[src/rtl/bcd_scan_display.sv]
// bcd_scan_display: time-multiplexed driver for a 3-digit common-anode 7-segment display.
//
// A digit triple is captured on load_i into a pending register. It is committed to the
// display registers only at a frame boundary, so one scan never mixes old and new digits.
// The three digits are scanned at DIV clocks per slot. Leading zeros are blanked when
// LZB=1. Codes 10-15 show a dash.
//
// Ports:
//   clk_i    clock, rising edge
//   rst_i    synchronous active-high reset
//   load_i   capture hund_i/ten_i/one_i at this edge
//   hund_i   hundreds BCD digit
//   ten_i    tens BCD digit
//   one_i    units BCD digit
//   en_i     display enable; 0 forces the display dark
//   an_o     active-low digit enables {hund, ten, one}
//   seg_o    active-low segments {g,f,e,d,c,b,a}
//   frame_o  one-cycle pulse after each frame boundary edge

module bcd_scan_display #(
    parameter int unsigned DIV = 50000,
    parameter bit          LZB = 1'b1
) (
    input  logic       clk_i,
    input  logic       rst_i,
    input  logic       load_i,
    input  logic [3:0] hund_i,
    input  logic [3:0] ten_i,
    input  logic [3:0] one_i,
    input  logic       en_i,
    output logic [2:0] an_o,
    output logic [6:0] seg_o,
    output logic       frame_o
);

    localparam int unsigned CntW = (DIV > 2) ? $clog2(DIV) : 1;
    localparam logic [CntW-1:0] LastCnt = CntW'(DIV - 1);

    typedef enum logic [1:0] {
        StHund = 2'd0,
        StTen  = 2'd1,
        StOne  = 2'd2
    } state_e;

    state_e          state_q, state_d;
    logic [CntW-1:0] cnt_q, cnt_d;
    logic [3:0]      pend_h_q, pend_h_d, pend_t_q, pend_t_d, pend_o_q, pend_o_d;
    logic            pend_v_q, pend_v_d;
    logic [3:0]      disp_h_q, disp_h_d, disp_t_q, disp_t_d, disp_o_q, disp_o_d;
    logic [2:0]      an_q, an_d;
    logic [6:0]      seg_q, seg_d;
    logic            frame_q, frame_d;

    logic            slot_end;
    logic            boundary;
    logic [3:0]      cur_digit;
    logic            cur_blank;
    logic [2:0]      cur_an;

    function automatic logic [6:0] encode(input logic [3:0] d);
        logic [6:0] s;
        case (d)
            4'd0:    s = 7'h40;
            4'd1:    s = 7'h79;
            4'd2:    s = 7'h24;
            4'd3:    s = 7'h30;
            4'd4:    s = 7'h19;
            4'd5:    s = 7'h12;
            4'd6:    s = 7'h02;
            4'd7:    s = 7'h78;
            4'd8:    s = 7'h00;
            4'd9:    s = 7'h10;
            default: s = 7'h3F; // invalid BCD shows a dash
        endcase
        return s;
    endfunction

    // Prescaler and slot sequencing
    always_comb begin
        slot_end = (cnt_q == LastCnt);
        boundary = slot_end && (state_q == StOne);
        cnt_d    = slot_end ? '0 : cnt_q + CntW'(1);
        state_d  = state_q;
        if (slot_end) begin
            case (state_q)
                StHund:  state_d = StTen;
                StTen:   state_d = StOne;
                default: state_d = StHund;
            endcase
        end
    end

    // Capture and commit. A load on the boundary edge bypasses the pending register and
    // discards whatever was pending.
    always_comb begin
        pend_h_d = pend_h_q;
        pend_t_d = pend_t_q;
        pend_o_d = pend_o_q;
        pend_v_d = pend_v_q;
        disp_h_d = disp_h_q;
        disp_t_d = disp_t_q;
        disp_o_d = disp_o_q;
        frame_d  = boundary;

        if (load_i) begin
            pend_h_d = hund_i;
            pend_t_d = ten_i;
            pend_o_d = one_i;
        end

        if (boundary) begin
            pend_v_d = 1'b0;
            if (load_i) begin
                disp_h_d = hund_i;
                disp_t_d = ten_i;
                disp_o_d = one_i;
            end else if (pend_v_q) begin
                disp_h_d = pend_h_q;
                disp_t_d = pend_t_q;
                disp_o_d = pend_o_q;
            end
        end else if (load_i) begin
            pend_v_d = 1'b1;
        end
    end

    // Slot decode; outputs are registered so they lag state/display by one clock
    always_comb begin
        cur_digit = disp_o_q;
        cur_blank = 1'b0;
        cur_an    = 3'b110;
        case (state_q)
            StHund: begin
                cur_digit = disp_h_q;
                cur_blank = LZB && (disp_h_q == 4'd0);
                cur_an    = 3'b011;
            end
            StTen: begin
                cur_digit = disp_t_q;
                cur_blank = LZB && (disp_h_q == 4'd0) && (disp_t_q == 4'd0);
                cur_an    = 3'b101;
            end
            default: begin
                cur_digit = disp_o_q;
                cur_blank = 1'b0;
                cur_an    = 3'b110;
            end
        endcase

        if (!en_i || cur_blank) begin
            an_d  = 3'b111;
            seg_d = 7'h7F;
        end else begin
            an_d  = cur_an;
            seg_d = encode(cur_digit);
        end
    end

    always_ff @(posedge clk_i) begin
        if (rst_i) begin
            cnt_q    <= '0;
            state_q  <= StHund;
            pend_h_q <= 4'd0;
            pend_t_q <= 4'd0;
            pend_o_q <= 4'd0;
            pend_v_q <= 1'b0;
            disp_h_q <= 4'd0;
            disp_t_q <= 4'd0;
            disp_o_q <= 4'd0;
            an_q     <= 3'b111;
            seg_q    <= 7'h7F;
            frame_q  <= 1'b0;
        end else begin
            cnt_q    <= cnt_d;
            state_q  <= state_d;
            pend_h_q <= pend_h_d;
            pend_t_q <= pend_t_d;
            pend_o_q <= pend_o_d;
            pend_v_q <= pend_v_d;
            disp_h_q <= disp_h_d;
            disp_t_q <= disp_t_d;
            disp_o_q <= disp_o_d;
            an_q     <= an_d;
            seg_q    <= seg_d;
            frame_q  <= frame_d;
        end
    end

    assign an_o    = an_q;
    assign seg_o   = seg_q;
    assign frame_o = frame_q;

endmodule

[config.mk]
export PLATFORM = sky130hd
export DESIGN_NAME = bcd_scan_display
export DESIGN_NICKNAME = d
export VERILOG_FILES = /design/src/rtl/bcd_scan_display.sv
export SDC_FILE = /design/constraint.sdc
export NUM_CORES = 1
export LEC_CHECK = 0
export BUFFER_PORTS_ARGS = -buffer_cell sky130_fd_sc_hd__buf_2
export CAP_MARGIN = 20
export CORE_ASPECT_RATIO = 1.75
export CORE_MARGIN = 1
export CORE_UTILIZATION = 30
export DETAILED_ROUTE_END_ITERATION = 10
export PLACE_DENSITY = 0.48
export SYNTH_ARGS = -nofsm -noshare
export SYNTH_HDL_FRONTEND = slang
export SYNTH_SLANG_ARGS = --single-unit
[constraint.sdc]
create_clock -name clk_i -period 1.8 [get_ports clk_i]
set_clock_uncertainty 0.1 [all_clocks]
set_input_delay 0.36 -clock clk_i [delete_from_list [all_inputs] [get_ports clk_i]]
set_output_delay 0.36 -clock clk_i [all_outputs]
set_load 0.05 [all_outputs]
==> impl_metrics.env <==
export IMPL_setup_viol=0
export IMPL_worstPathRequired_ns=1.89
export IMPL_fin_cells=366
export IMPL_syn_to_final_growth_pct=23.0
export IMPL_relSlewSlack=0.648
export IMPL_cts_root_buf="clkbuf_16"
export IMPL_cpMaxStageDelayCell="dfxtp_1"
export IMPL_final_min_clock_period_ns=1.70
export IMPL_synth_cell_type_count=45
export IMPL_multi_input_area_sq_um=1260
export IMPL_worstPathArrival_ns=1.79
export IMPL_die_y_um=120
export IMPL_status="finished, final reports clean"
export IMPL_antennaDiodeCount=0
export IMPL_total_power_mw=2.59
export IMPL_finalHoldViolCount=0
export IMPL_grt_pass1_wl_um=8240
export IMPL_p_comb_frac=0.037
export IMPL_placed_area_sq_um=2710
export IMPL_die_w_um=69.5
export IMPL_fin_util=0.386
export IMPL_vias_per_cell=4.91
export IMPL_clkTransAtPathRegs_ns=0.07
export IMPL_rows=42
export IMPL_hold_ws_ns=0.178
export IMPL_synth_nets=257
export IMPL_insertion_delay_ns=0.29
export IMPL_yosysTopAreaCellShare=0.452
export IMPL_sequentialPowerShare=0.473
export IMPL_drc=0
export IMPL_critPathMaxStageDelay_ns=0.34
export IMPL_crit_path_end_kind="register"
export IMPL_drt_iter0_drc=109
export IMPL_clockBufferDepth=2
export IMPL_final_cell_mix="dfxtp_1 (51), nor2_1 (31), buf_2 (26)"
export IMPL_clkSinkCount=54
export IMPL_worstMarginPinSlew_ns=0.523
export IMPL_hpwl_um=3720
export IMPL_seq_area_frac_synth=0.452
export IMPL_synth_cells=237
export IMPL_overflow=0
export IMPL_cts_buffers=5
export IMPL_power_density_nw_per_um2=881
export IMPL_p_clk_frac=0.489
export IMPL_netlist_area_sq_um=2390
export IMPL_cts_tree="done"
export IMPL_p_sw_mw=0.494
export IMPL_nFillCells=752
export IMPL_layout_setup_ws_ns=0.0954
export IMPL_ys_warn_count=0
export IMPL_htree_levels=2
export IMPL_synth_area_leaders="dfxtp_1 (45%), mux2i_1 (6.7%), mux2_4 (6.3%)"
export IMPL_hold_path_class="input pin to register"
export IMPL_p_leak_nw=1.26
export IMPL_gp_congestion=0.786
export IMPL_grt_pass1_vias=1742
export IMPL_gr_usage_all_layers=0.129
export IMPL_path_max_fanout=12
export IMPL_peakVddDrop_uv=403
export IMPL_wl_um=4970
export IMPL_wl_per_cell_um=13.6
export IMPL_synth_top_area_cell="dfxtp_1"
export IMPL_coreArea_sq_um=7620
export IMPL_swShare=0.190
export IMPL_fmax_mhz=587
export IMPL_place_inst=358
export IMPL_die_area_sq_um=8350
export IMPL_io_pins=27
export IMPL_initial_core_util=0.314
export IMPL_maxCapViolCount=0
export IMPL_synth_area_per_cell_sq_um=10.1
export IMPL_p_int_mw=2.10
export IMPL_final_area_sq_um=2940
export IMPL_worst_setup_path_start_kind="register"
export IMPL_rsz0062_at_grt="no"
export IMPL_path_cells="ha_2 -> nand3_4 -> nor3_4 -> nand4b_4 -> buf_12 -> mux2_4"
export IMPL_ys_ff_latch=54
export IMPL_cts_setup_buffers=0
export IMPL_pre_cts_slack_ns=0.0674
export IMPL_final_common_cell="dfxtp_1"
export IMPL_seq_area_sq_um=1080
export IMPL_path_class="register to register"
export IMPL_vias=1797
export IMPL_antenna_found_initial=0
export IMPL_final_nets=297
export IMPL_grt_max_degree=26
export IMPL_antenna_left=0
export IMPL_fin_crit_sh=0.947
export IMPL_firstDrtPassIters=4
export IMPL_port_buffer_count=26
export IMPL_drv_slew=0
export IMPL_fin_setup_tns_ns=0
export IMPL_layout_drive_gt1_share=0.270
cell families after synthesis:
family                     count (synthesis)  share of synthesized area
and+or+nand+nor                           96                      0.235
DFF                                       54                      0.452
muxes                                     28                      0.139
AOI/OAI and AO/OA                         27                     0.0753
buffers and inverters                     16                     0.0345
xor gates and xnor gates                  12                     0.0439
adders and majority gates                  4                     0.0209
power groups by stage:
| stage | sequential [mW] | clock [mW] | combinational [mW] |
|---|---|---|---|
| after CTS | 1.23 | 1.32 | 0.0990 |
| final | 1.23 | 1.27 | 0.0966 |
| after floorplan | 1.25 | 0 | 0.0611 |
| after detailed placement | 1.25 | 0 | 0.0984 |
| after global routing | 1.23 | 1.36 | 0.109 |
| after global placement | 1.25 | 0 | 0.0978 |
critical path, delay by kind of cell, from the launching register on:
family / cells / cell delay, ns
buf+inv: 1 / 0.17
mux: 1 / 0.29
flops: 1 / 0.34
simple gates: 3 / 0.48
fa+ha+maj: 1 / 0.22
flip-flops by register name, summed over array words and instances (netlist names):
name,cells
an_o,3
cnt_q,16
disp_h_q,4
disp_o_q,4
disp_t_q,4
frame_o,1
pend_h_q,4
pend_o_q,4
pend_t_q,4
pend_v_q,1
seg_o,7
state_q,2
per-layer routing:
layer  up-vias  GRT usage  wire, um
met5         -          0         0
met2        27      0.239      2790
met4         0     0.0689        92
met3         8     0.0311       145
met1       851      0.129      1940
li1        911          -         -
cell usage after synthesis, drive strengths merged:
| master | count |
|---|---|
| buf | 6 |
| o2111ai | 1 |
| nand4bb | 1 |
| o31ai | 2 |
| nor2b | 5 |
| and2 | 2 |
| xnor2 | 7 |
| a311oi | 1 |
| o41ai | 1 |
| nand3 | 11 |
| inv | 6 |
| ha | 4 |
| a21oi | 5 |
| nand3b | 1 |
| nor4 | 3 |
| mux2i | 16 |
| nor3 | 4 |
| clkbuf | 4 |
| a22oi | 1 |
| and2b | 10 |
| and4 | 3 |
| nand2 | 10 |
| a21o | 1 |
| or4 | 2 |
| mux2 | 12 |
| o211ai | 1 |
| o21ai | 8 |
| a211oi | 2 |
| dfxtp | 54 |
| nand4 | 8 |
| and3 | 3 |
| xor2 | 5 |
| o21a | 3 |
| a21boi | 1 |
| nor2 | 31 |
| nand4b | 1 |
| nor3b | 1 |
cell type report:
class | count | area share
tap | 88 | 0.0374
clock buffer | 6 | 0.0472
inverter | 6 | 0.00765
clock inverter | 2 | 0.0204
multi-input combinational | 167 | 0.427
sequential | 54 | 0.368
timing repair buffer | 43 | 0.0918
final timing paths:
path,from,endpoint,slack (ns),cells past startpoint
worst min register to register,pend_o_q[2],pend_o_q[2],0.42,2
worst max register to register,cnt_q[0],disp_o_q[3],0.1,6
worst max-delay path,cnt_q[0],disp_o_q[3],0.1,6
worst min-delay path,en_i,an_o[0],0.18,2
what timing repair did:
action | in CTS | in global routing
setup endpoints to repair | 0 | 16
hold buffers | 0 | 0
resized for setup | 0 | 8
No activity file was read; power rests on OpenSTA's default activity.
